`src/rtl/forwarding_lookup_if.sv`:
```
// Connection bundle between the forwarding stage and its neighbours: header parser,
// MAC table learn/read interface, egress scheduler and statistics readout.
interface forwarding_lookup_if #(
  parameter int NUM_PORTS = 4,
  parameter int CNT_W     = 16
);
  localparam int PW = (NUM_PORTS > 1) ? $clog2(NUM_PORTS) : 1;

  logic                 hdr_valid_i;
  logic                 hdr_ready_o;
  logic [47:0]          hdr_dst_i;
  logic [47:0]          hdr_src_i;
  logic [PW-1:0]        hdr_port_i;

  logic                 learn_req_o;
  logic [47:0]          learn_address_o;
  logic [PW-1:0]        learn_port_o;
  logic                 read_req_o;
  logic [47:0]          read_address_o;
  logic [PW-1:0]        read_port_i;
  logic                 read_port_valid_i;

  logic                 fwd_valid_o;
  logic                 fwd_ready_i;
  logic [NUM_PORTS-1:0] fwd_mask_o;
  logic                 fwd_drop_o;
  logic                 fwd_flood_o;

  logic [CNT_W-1:0]     stat_hit_o;
  logic [CNT_W-1:0]     stat_miss_o;
  logic [CNT_W-1:0]     stat_drop_o;

  modport slave (
    input  hdr_valid_i, hdr_dst_i, hdr_src_i, hdr_port_i,
    input  read_port_i, read_port_valid_i, fwd_ready_i,
    output hdr_ready_o, learn_req_o, learn_address_o, learn_port_o,
    output read_req_o, read_address_o,
    output fwd_valid_o, fwd_mask_o, fwd_drop_o, fwd_flood_o,
    output stat_hit_o, stat_miss_o, stat_drop_o
  );

  modport master (
    output hdr_valid_i, hdr_dst_i, hdr_src_i, hdr_port_i,
    output read_port_i, read_port_valid_i, fwd_ready_i,
    input  hdr_ready_o, learn_req_o, learn_address_o, learn_port_o,
    input  read_req_o, read_address_o,
    input  fwd_valid_o, fwd_mask_o, fwd_drop_o, fwd_flood_o,
    input  stat_hit_o, stat_miss_o, stat_drop_o
  );
endinterface

```
`src/rtl/forwarding_lookup.sv`:
```
// Per-frame forwarding decision: learns the source MAC, looks up the destination MAC and
// emits a unicast / flood / drop egress mask, with saturating hit/miss/drop statistics.
module forwarding_lookup #(
  parameter int NUM_PORTS = 4,
  parameter int CNT_W     = 16
) (
  input  logic              clk,
  input  logic              rst_n,
  forwarding_lookup_if.slave bus
);
  localparam int PW = (NUM_PORTS > 1) ? $clog2(NUM_PORTS) : 1;
  localparam logic [PW:0]          PORT_LIM_C  = (PW+1)'(NUM_PORTS);
  localparam logic [CNT_W-1:0]     CNT_MAX_C   = {CNT_W{1'b1}};
  localparam logic [CNT_W-1:0]     CNT_ONE_C   = {{(CNT_W-1){1'b0}}, 1'b1};
  localparam logic [NUM_PORTS-1:0] ALL_PORTS_C = {NUM_PORTS{1'b1}};

  typedef enum logic [1:0] {
    ST_IDLE = 2'd0,
    ST_REQ  = 2'd1,
    ST_RESP = 2'd2,
    ST_OUT  = 2'd3
  } state_t;

  state_t               state_r;
  state_t               state_nxt_s;

  logic [47:0]          dst_r;
  logic [47:0]          src_r;
  logic [PW-1:0]        port_r;

  logic                 hdr_ready_r;
  logic                 learn_req_r;
  logic                 read_req_r;
  logic                 fwd_valid_r;
  logic [NUM_PORTS-1:0] fwd_mask_r;
  logic                 fwd_drop_r;
  logic                 fwd_flood_r;
  logic [CNT_W-1:0]     stat_hit_r;
  logic [CNT_W-1:0]     stat_miss_r;
  logic [CNT_W-1:0]     stat_drop_r;

  logic                 accept_s;
  logic                 handshake_s;
  logic                 learn_ok_s;
  logic [NUM_PORTS-1:0] dec_mask_s;
  logic                 dec_drop_s;
  logic                 dec_flood_s;
  logic                 inc_hit_s;
  logic                 inc_miss_s;
  logic                 inc_drop_s;

  function automatic logic [NUM_PORTS-1:0] port_bit(input logic [PW-1:0] p);
    logic [NUM_PORTS-1:0] m;
    for (int i = 0; i < NUM_PORTS; i++) begin
      m[i] = (p == PW'(i));
    end
    return m;
  endfunction

  function automatic logic [CNT_W-1:0] sat_inc(input logic [CNT_W-1:0] c, input logic en);
    if (en && (c != CNT_MAX_C)) begin
      return c + CNT_ONE_C;
    end else begin
      return c;
    end
  endfunction

  assign accept_s    = (state_r == ST_IDLE) && bus.hdr_valid_i;
  assign handshake_s = (state_r == ST_OUT) && bus.fwd_ready_i;
  // Only learn real unicast stations; group or all-zero sources would poison the table.
  assign learn_ok_s  = !bus.hdr_src_i[40] && (bus.hdr_src_i != 48'd0);

  // Frame sequencing: next-state selection.
  always_comb begin
    state_nxt_s = state_r;
    case (state_r)
      ST_IDLE: begin
        if (bus.hdr_valid_i) begin
          state_nxt_s = ST_REQ;
        end else begin
          state_nxt_s = ST_IDLE;
        end
      end
      ST_REQ:  state_nxt_s = ST_RESP;
      ST_RESP: state_nxt_s = ST_OUT;
      ST_OUT: begin
        if (bus.fwd_ready_i) begin
          state_nxt_s = ST_IDLE;
        end else begin
          state_nxt_s = ST_OUT;
        end
      end
      default: state_nxt_s = ST_IDLE;
    endcase
  end

  // Forwarding decision from the table response, in rule priority order.
  always_comb begin
    dec_mask_s  = {NUM_PORTS{1'b0}};
    dec_drop_s  = 1'b0;
    dec_flood_s = 1'b0;
    inc_hit_s   = 1'b0;
    inc_miss_s  = 1'b0;
    inc_drop_s  = 1'b0;
    if (dst_r[40]) begin
      dec_mask_s  = ALL_PORTS_C & ~port_bit(port_r);
      dec_flood_s = 1'b1;
    end else if (!bus.read_port_valid_i) begin
      dec_mask_s  = ALL_PORTS_C & ~port_bit(port_r);
      dec_flood_s = 1'b1;
      inc_miss_s  = 1'b1;
    end else if (bus.read_port_i == port_r) begin
      dec_drop_s  = 1'b1;
      inc_hit_s   = 1'b1;
      inc_drop_s  = 1'b1;
    end else if ({1'b0, bus.read_port_i} >= PORT_LIM_C) begin
      // A hit naming a non-existent port is a corrupt entry; behave as a miss.
      dec_mask_s  = ALL_PORTS_C & ~port_bit(port_r);
      dec_flood_s = 1'b1;
      inc_miss_s  = 1'b1;
    end else begin
      dec_mask_s  = port_bit(bus.read_port_i);
      inc_hit_s   = 1'b1;
    end
  end

  // FSM state register.
  always_ff @(posedge clk or negedge rst_n) begin
    if (!rst_n) begin
      state_r <= ST_IDLE;
    end else begin
      state_r <= state_nxt_s;
    end
  end

  // Descriptor capture; held from REQ through OUT so table addresses stay stable.
  always_ff @(posedge clk or negedge rst_n) begin
    if (!rst_n) begin
      dst_r  <= 48'd0;
      src_r  <= 48'd0;
      port_r <= {PW{1'b0}};
    end else if (accept_s) begin
      dst_r  <= bus.hdr_dst_i;
      src_r  <= bus.hdr_src_i;
      port_r <= bus.hdr_port_i;
    end
  end

  // Registered handshake and table-request strobes, derived from the next state.
  always_ff @(posedge clk or negedge rst_n) begin
    if (!rst_n) begin
      hdr_ready_r <= 1'b1;
      read_req_r  <= 1'b0;
      learn_req_r <= 1'b0;
      fwd_valid_r <= 1'b0;
    end else begin
      hdr_ready_r <= (state_nxt_s == ST_IDLE);
      read_req_r  <= accept_s;
      learn_req_r <= accept_s && learn_ok_s;
      fwd_valid_r <= (state_nxt_s == ST_OUT);
    end
  end

  // Decision outputs: loaded in RESP, held through OUT, cleared once consumed.
  always_ff @(posedge clk or negedge rst_n) begin
    if (!rst_n) begin
      fwd_mask_r  <= {NUM_PORTS{1'b0}};
      fwd_drop_r  <= 1'b0;
      fwd_flood_r <= 1'b0;
    end else if (state_r == ST_RESP) begin
      fwd_mask_r  <= dec_mask_s;
      fwd_drop_r  <= dec_drop_s;
      fwd_flood_r <= dec_flood_s;
    end else if (handshake_s) begin
      fwd_mask_r  <= {NUM_PORTS{1'b0}};
      fwd_drop_r  <= 1'b0;
      fwd_flood_r <= 1'b0;
    end
  end

  // Saturating statistics, updated once per frame as the decision is registered.
  always_ff @(posedge clk or negedge rst_n) begin
    if (!rst_n) begin
      stat_hit_r  <= {CNT_W{1'b0}};
      stat_miss_r <= {CNT_W{1'b0}};
      stat_drop_r <= {CNT_W{1'b0}};
    end else if (state_r == ST_RESP) begin
      stat_hit_r  <= sat_inc(stat_hit_r, inc_hit_s);
      stat_miss_r <= sat_inc(stat_miss_r, inc_miss_s);
      stat_drop_r <= sat_inc(stat_drop_r, inc_drop_s);
    end
  end

  assign bus.hdr_ready_o     = hdr_ready_r;
  assign bus.learn_req_o     = learn_req_r;
  assign bus.learn_address_o = src_r;
  assign bus.learn_port_o    = port_r;
  assign bus.read_req_o      = read_req_r;
  assign bus.read_address_o  = dst_r;
  assign bus.fwd_valid_o     = fwd_valid_r;
  assign bus.fwd_mask_o      = fwd_mask_r;
  assign bus.fwd_drop_o      = fwd_drop_r;
  assign bus.fwd_flood_o     = fwd_flood_r;
  assign bus.stat_hit_o      = stat_hit_r;
  assign bus.stat_miss_o     = stat_miss_r;
  assign bus.stat_drop_o     = stat_drop_r;
endmodule

```
`src/flat_wrapper.sv`:
```
// flat-port wrapper written by rule: the top's interface ports become plain ports
module forwarding_lookup_flat 
#(
  parameter int NUM_PORTS = 4,
  parameter int CNT_W     = 16
)
  (clk, rst_n, bus_hdr_valid_i, bus_hdr_dst_i, bus_hdr_src_i, bus_hdr_port_i, bus_read_port_i, bus_read_port_valid_i, bus_fwd_ready_i, bus_hdr_ready_o, bus_learn_req_o, bus_learn_address_o, bus_learn_port_o, bus_read_req_o, bus_read_address_o, bus_fwd_valid_o, bus_fwd_mask_o, bus_fwd_drop_o, bus_fwd_flood_o, bus_stat_hit_o, bus_stat_miss_o, bus_stat_drop_o);
  forwarding_lookup_if #(.NUM_PORTS(NUM_PORTS), .CNT_W(CNT_W)) bus_i ();
  input  logic clk;
  input  logic rst_n;
  input wire logic [$bits(bus_i.hdr_valid_i)-1:0] bus_hdr_valid_i;
  input wire logic [$bits(bus_i.hdr_dst_i)-1:0] bus_hdr_dst_i;
  input wire logic [$bits(bus_i.hdr_src_i)-1:0] bus_hdr_src_i;
  input wire logic [$bits(bus_i.hdr_port_i)-1:0] bus_hdr_port_i;
  input wire logic [$bits(bus_i.read_port_i)-1:0] bus_read_port_i;
  input wire logic [$bits(bus_i.read_port_valid_i)-1:0] bus_read_port_valid_i;
  input wire logic [$bits(bus_i.fwd_ready_i)-1:0] bus_fwd_ready_i;
  output wire logic [$bits(bus_i.hdr_ready_o)-1:0] bus_hdr_ready_o;
  output wire logic [$bits(bus_i.learn_req_o)-1:0] bus_learn_req_o;
  output wire logic [$bits(bus_i.learn_address_o)-1:0] bus_learn_address_o;
  output wire logic [$bits(bus_i.learn_port_o)-1:0] bus_learn_port_o;
  output wire logic [$bits(bus_i.read_req_o)-1:0] bus_read_req_o;
  output wire logic [$bits(bus_i.read_address_o)-1:0] bus_read_address_o;
  output wire logic [$bits(bus_i.fwd_valid_o)-1:0] bus_fwd_valid_o;
  output wire logic [$bits(bus_i.fwd_mask_o)-1:0] bus_fwd_mask_o;
  output wire logic [$bits(bus_i.fwd_drop_o)-1:0] bus_fwd_drop_o;
  output wire logic [$bits(bus_i.fwd_flood_o)-1:0] bus_fwd_flood_o;
  output wire logic [$bits(bus_i.stat_hit_o)-1:0] bus_stat_hit_o;
  output wire logic [$bits(bus_i.stat_miss_o)-1:0] bus_stat_miss_o;
  output wire logic [$bits(bus_i.stat_drop_o)-1:0] bus_stat_drop_o;
  assign bus_i.hdr_valid_i = bus_hdr_valid_i;
  assign bus_i.hdr_dst_i = bus_hdr_dst_i;
  assign bus_i.hdr_src_i = bus_hdr_src_i;
  assign bus_i.hdr_port_i = bus_hdr_port_i;
  assign bus_i.read_port_i = bus_read_port_i;
  assign bus_i.read_port_valid_i = bus_read_port_valid_i;
  assign bus_i.fwd_ready_i = bus_fwd_ready_i;
  assign bus_hdr_ready_o = bus_i.hdr_ready_o;
  assign bus_learn_req_o = bus_i.learn_req_o;
  assign bus_learn_address_o = bus_i.learn_address_o;
  assign bus_learn_port_o = bus_i.learn_port_o;
  assign bus_read_req_o = bus_i.read_req_o;
  assign bus_read_address_o = bus_i.read_address_o;
  assign bus_fwd_valid_o = bus_i.fwd_valid_o;
  assign bus_fwd_mask_o = bus_i.fwd_mask_o;
  assign bus_fwd_drop_o = bus_i.fwd_drop_o;
  assign bus_fwd_flood_o = bus_i.fwd_flood_o;
  assign bus_stat_hit_o = bus_i.stat_hit_o;
  assign bus_stat_miss_o = bus_i.stat_miss_o;
  assign bus_stat_drop_o = bus_i.stat_drop_o;
  forwarding_lookup #(.NUM_PORTS(NUM_PORTS), .CNT_W(CNT_W)) u_core (.clk(clk), .rst_n(rst_n), .bus(bus_i));
endmodule
```
`config.mk`:
```
export PLATFORM = sky130hd
export DESIGN_NAME = forwarding_lookup_flat
export DESIGN_NICKNAME = d
export VERILOG_FILES = /design/src/rtl/forwarding_lookup_if.sv /design/src/rtl/forwarding_lookup.sv /design/src/flat_wrapper.sv
export SDC_FILE = /design/constraint.sdc
export NUM_CORES = 1
export LEC_CHECK = 0
export CAP_MARGIN = 20
export CORE_ASPECT_RATIO = 0.6
export CORE_MARGIN = 1.5
export CORE_UTILIZATION = 44
export DETAILED_ROUTE_END_ITERATION = 16
export HOLD_SLACK_MARGIN = 0.03
export PLACE_DENSITY = 0.86
export SYNTH_ARGS = -nofsm -noshare
export SYNTH_HDL_FRONTEND = slang
export SYNTH_SLANG_ARGS = --single-unit
export TNS_END_PERCENT = 100
```
`constraint.sdc`:
```
create_clock -name clk -period 2.6 [get_ports clk]
set_input_delay 0.52 -clock clk [delete_from_list [all_inputs] [get_ports clk]]
set_output_delay 0.52 -clock clk [all_outputs]
set_load 0.005 [all_outputs]
```
==> metrics.yaml, run 1 <==
n_antenna_cell: 0
syn_area_mm2: 0.00659
tightest_slew_ps: 748
grt_pass1_vias: 5516
fin_nets: 878
yosys.area.top_type: "dfrtp_1"
cp_max_fo: 9
antenna_found_initial: 0
synth.net_count: 600
fp.dieW_um: 161
grt_max_degree: 62
hold_violations: 0
synth.yosys.warnings: 0
final_cells: 981
worstSetupStartpointType: "flop"
ctsResizeCount: 0
initial_core_util: 0.453
criticalPathCategory: "reg2reg"
ys.flop_type: "dfrtp_1"
syn_avg_cell_area_um2: 13.4
die_area_mm2: 0.0157
pwr_density_cell_mw_per_mm2: 1020
path_clk_slew_ps: 70
ir_drop_uv: 562
post-route-period-util: 0.826
syn_inst: 492
cts_max_path_buffers: 2
maxSlewViolCount: 0
num_rows: 34
clock_sinks: 158
max_stage_delay_ps: 470
synth.distinct_cells: 41
h-tree-depth: 4
cts-buffers-inserted: 17
first_pass_iters: 4
total_power_uw: 10400
grt_overflow: 0
antenna_left: 0
clock_skew_ps: 11.3
dp_cells: 949
final_util: 0.695
cts_tree: "built"
slowest_stage: "dfrtp_1"
min_period_ps: 2150
worstHoldPathType: "in2async"
portBuffers: 260
cts_hold_buf: 0
core_area_mm2: 0.0145
async_flop_share: 1.00
synth.top_cell.area_share: 0.596
ys_seq_elements: 158
drtIter0Drc: 254
crit_chain: "ha_1 > and4_1 > nand3_1 > o21ai_0 > mux2_2"
avgRoutedWirePerCell_um: 17.8
areaGrowthSynthToFinish_pct: 53.4
die_h_um: 97.8
maxCapViolCount: 0
drc_errors: 0
fmax_ghz: 0.466
place_hpwl_um: 13300
synth.area.top_cells: "dfrtp_1 60%, mux2_2 18%, xnor2_1 4.0%, nand4_1 2.6%, xor2_1 1.9%"
post_cts_buffers: 0
num_vias: 5077
maxSlewHeadroom: 0.489
wl_um: 17500
rsz0062_at_grt: "false"
status: "completed"
worstPathRequired_ps: 2880
place_congestion: 0.906
finalSetupTns_ps: 0
grtUsageTotal: 0.227
p_leak_uw: 0.00415
setup_viol: 0
pin_count: 261
drive_gt1_frac: 0.198
cp-end-kind: "flop"
synth_edf_count: 0
clock_latency_ps: 410
clock-root-buffer: "clkbuf_16"
worstPathArrival_ps: 2430
via_per_inst: 5.18
grt_pass1_wl_um: 28200
seq_area_frac_synth: 0.600
==> cells in the mapped netlist (all sizes together) (7+ instances only) <==
library cell	instances
nor3	10
clkbuf	11
inv	7
nand2	20
nor4	15
and4	8
nand4	27
dfrtp	157
xnor2	30
mux2	103
nor2	16
nand3	21
o21ai	10
xor2	14
==> layout make-up <==
| cell class | count | area [um2] |
|---|---|---|
| Multi-Input combinational cell | 313 | 2550 |
| Inverter | 7 | 26.3 |
| Fill cell | 1023 | 4440 |
| Clock buffer | 18 | 439 |
| Tap cell | 198 | 248 |
| Clock inverter | 14 | 146 |
| Timing Repair Buffer | 273 | 2740 |
| Sequential cell | 158 | 3960 |
==> cells in the final DEF (no fill, tap or decap), drive strengths merged, types with 5 or more instances in the layout <==
master,n
clkdlybuf4s50,259
dfrtp,157
mux2,103
xnor2,30
nand4,27
nand3,21
nand2,20
clkbuf,18
nor2,16
inv,16
nor4,15
xor2,14
buf,14
o21ai,10
nor3,10
and4,8
and2,5
==> logic make-up after synthesis <==
| logic type | after synthesis | synth area share |
|---|---|---|
| fa+ha+maj | 3 | 0.00570 |
| simple gates | 141 | 0.124 |
| compound gates | 21 | 0.0213 |
| xor+xnor | 44 | 0.0585 |
| mux | 104 | 0.178 |
| flops | 158 | 0.600 |
| buf+inv | 21 | 0.0129 |
==> critical path, delay by kind of cell (launching register included) <==
family | cells | cell delay, ps
adders and majority gates | 1 | 270
muxes | 1 | 380
and+or+nand+nor | 2 | 530
AOI/OAI and AO/OA | 1 | 380
DFF | 1 | 470
==> per-stage QoR <==
stage	cell area, um2	hold WS, ps	setup slack, ps
3_5_place_dp	9520	482	89.9
5_1_grt	10100	104	263
6_report	10100	70.4	452
3_3_place_gp	9520	477	166
2_1_floorplan	6590	224	599
4_1_cts	10100	101	492
==> flip-flops by register name, indices dropped and copies added, names as in the netlist <==
name / count
u_core.state_r: 2
u_core.bus.stat_miss_o: 16
u_core.bus.learn_address_o: 48
u_core.bus.hdr_ready_o: 1
u_core.bus.read_address_o: 48
u_core.bus.read_req_o: 1
u_core.bus.learn_req_o: 1
u_core.bus.fwd_drop_o: 1
u_core.bus.stat_drop_o: 16
u_core.bus.learn_port_o: 2
u_core.bus.fwd_valid_o: 1
u_core.bus.fwd_flood_o: 1
u_core.bus.fwd_mask_o: 4
u_core.bus.stat_hit_o: 16
==> layer usage <==
layer | part of all wire | routed length, um | GRT usage | vias up
met5 | 0 | 0 | 0 | -
met4 | 0.0094 | 164 | 0.0513 | 0
met3 | 0.085 | 1490 | 0.0803 | 12
met2 | 0.49 | 8610 | 0.386 | 202
met1 | 0.41 | 7250 | 0.279 | 2514
li1 | - | - | - | 2349
==> report_power, final <==
part	total [uW]	switching [uW]	internal (uW)
clock network	2460	1070	1390
logic	3830	1240	2600
registers	4070	659	3410
total	10400	2970	7390
==> final timing paths <==
kind,depth (start not counted),slack (ps),end,startpoint
setup / recovery,5,450,u_core.bus.stat_hit_o[1],u_core.bus.stat_hit_o[0]
min in group clk,1,490,u_core.bus.fwd_drop_o,u_core.bus.fwd_drop_o
setup reg to reg,5,450,u_core.bus.stat_hit_o[1],u_core.bus.stat_hit_o[0]
hold / removal,1,70,u_core.bus.read_address_o[15],rst_n
hold reg to reg,1,490,u_core.bus.fwd_drop_o,u_core.bus.fwd_drop_o
max in group asynchronous,2,1790,u_core.bus.hdr_ready_o,rst_n
Power figures use the tool's default switching activity.
==> inputs of run 2 (changes only) <==
- CORE_UTILIZATION: 44 -> 39
- PLACE_DENSITY: 0.86 -> 0.81
- clock period: 2.6 -> 1.9 ns (I/O delays scaled with it)
==> metrics.yaml, run 2 (same netlist as run 1, synthesis figures left out) <==
grtUsageTotal: 0.208
num_vias: 5271
dp_cells: 1006
cts_max_path_buffers: 2
p_leak_uw: 0.00434
clock_skew_ps: 11.2
critical_path_buf_inv_count: 1
areaGrowthSynthToFinish_pct: 59.0
fmax_ghz: 0.529
final_util: 0.639
clock_sinks: 158
clock-root-buffer: "clkbuf_16"
total_power_uw: 14600
status: "completed"
ff2ff_path_depth: 4
die_area_mm2: 0.0177
final_cell_mix: "258 x clkdlybuf4s50_1, 157 x dfrtp_1, 103 x mux2_2"
reg2reg_setup_slack_ps: 20
criticalPathCategory: "in2reg"
hold_violations: 0
place_congestion: 0.923
first_pass_iters: 5
cts_tree: "built"
grt_pass1_wl_um: 28800
place_hpwl_um: 13700
grt_overflow: 0
antenna_left: 0
cp_max_fo: 4
via_per_inst: 5.05
crit_chain: "clkdlybuf4s50_1 > or4b_4 > or3_4 > nor4b_4 > xor2_1"
drtIter0Drc: 301
initial_core_util: 0.402
avgRoutedWirePerCell_um: 17.1
die_h_um: 104
slowest_stage: "or4b_4"
portBuffers: 260
post-route-period-util: 0.995
worstHoldPathType: "in2async"
finalWorstSetupSlack_ps: 10.1
crit_family: "simple AND/OR/NAND/NOR gates"
worstSetupStartpointType: "input port"
path_clk_slew_ps: 70
pwr_density_cell_mw_per_mm2: 1390
fin_nets: 909
maxSlewHeadroom: 0.579
regToRegStartpoint: "u_core.bus.read_address_o[40]"
nFillCells: 1269
setup_viol: 0
ir_drop_uv: 756
timing.rr.end: "u_core.bus.stat_miss_o[9]"
drc_errors: 0
final_common_cell: "clkdlybuf4s50_1"
grt_pass1_vias: 5548
worstPathRequired_ps: 2230
num_rows: 36
pin_count: 261
max_stage_delay_ps: 570
grt_max_degree: 48
cts-buffers-inserted: 17
wl_um: 17800
min_period_ps: 1890
cp-end-kind: "flop"
core_area_mm2: 0.0164
place_ws_ps: -452
fp.dieW_um: 171
h-tree-depth: 4
maxCapViolCount: 0
final_cells: 1043
clock_latency_ps: 410
rsz0062_at_grt: "true"
worstPathArrival_ps: 2220
tightest_slew_ps: 625
antenna_found_initial: 2
drive_gt1_frac: 0.231
maxSlewViolCount: 0
finalSetupTns_ps: 0
## run 2: layout make-up
class                           instances  area (um2)  share of cell area
Sequential cell                       158        3960               0.378
Timing Repair Buffer                  304        3010               0.287
Multi-Input combinational cell        313        2590               0.248
Clock buffer                           19         443              0.0423
Tap cell                              228         285              0.0272
Clock inverter                         12         161              0.0154
Inverter                                7        26.3             0.00251
Antenna cell                            2        5.00            0.000478
## run 2: worst max-delay path by stage
| stage | to | cells after the start | startpoint |
|---|---|---|---|
| finish | u_core.bus.stat_miss_o[9] | 5 | bus_read_port_valid_i |
| global route | u_core.bus.stat_miss_o[9] | 4 | u_core.bus.read_address_o[40] |
| CTS | u_core.bus.stat_miss_o[9] | 4 | u_core.state_r[0] |
| detailed placement | u_core.bus.stat_miss_o[9] | 5 | bus_read_port_valid_i |
| global placement | u_core.bus.stat_miss_o[9] | 5 | bus_read_port_valid_i |
| floorplan | u_core.bus.stat_miss_o[9] | 5 | u_core.state_r[0] |
## run 2: what timing repair did
action,4_1_cts,5_1_grt
hold endpoints to repair,28,0
resized for setup,2,6
hold buffers,1,0
pin swaps,0,3
setup buffers,1,2
endpoints found under the setup margin,3,24
## run 2: through the flow
step | hold slack (ps) | instance area [um2]
2_1_floorplan | 84.4 | 6600
3_3_place_gp | 287 | 9800
3_5_place_dp | 291 | 9800
4_1_cts | 410 | 10400
5_1_grt | 446 | 10500
6_report | 429 | 10500
## run 2: per-layer routing
layer / wire length (um) / track usage
met1: 7410 / 0.260
met2: 8590 / 0.338
met3: 1520 / 0.0680
met4: 300 / 0.0721
met5: 0 / 0
## run 2: power by group
part,total (uW),switching (uW),internal (uW)
sequential,5490,817,4670
clock,3470,1360,2110
combinational,5600,1810,3790
total,14600,3980,10600
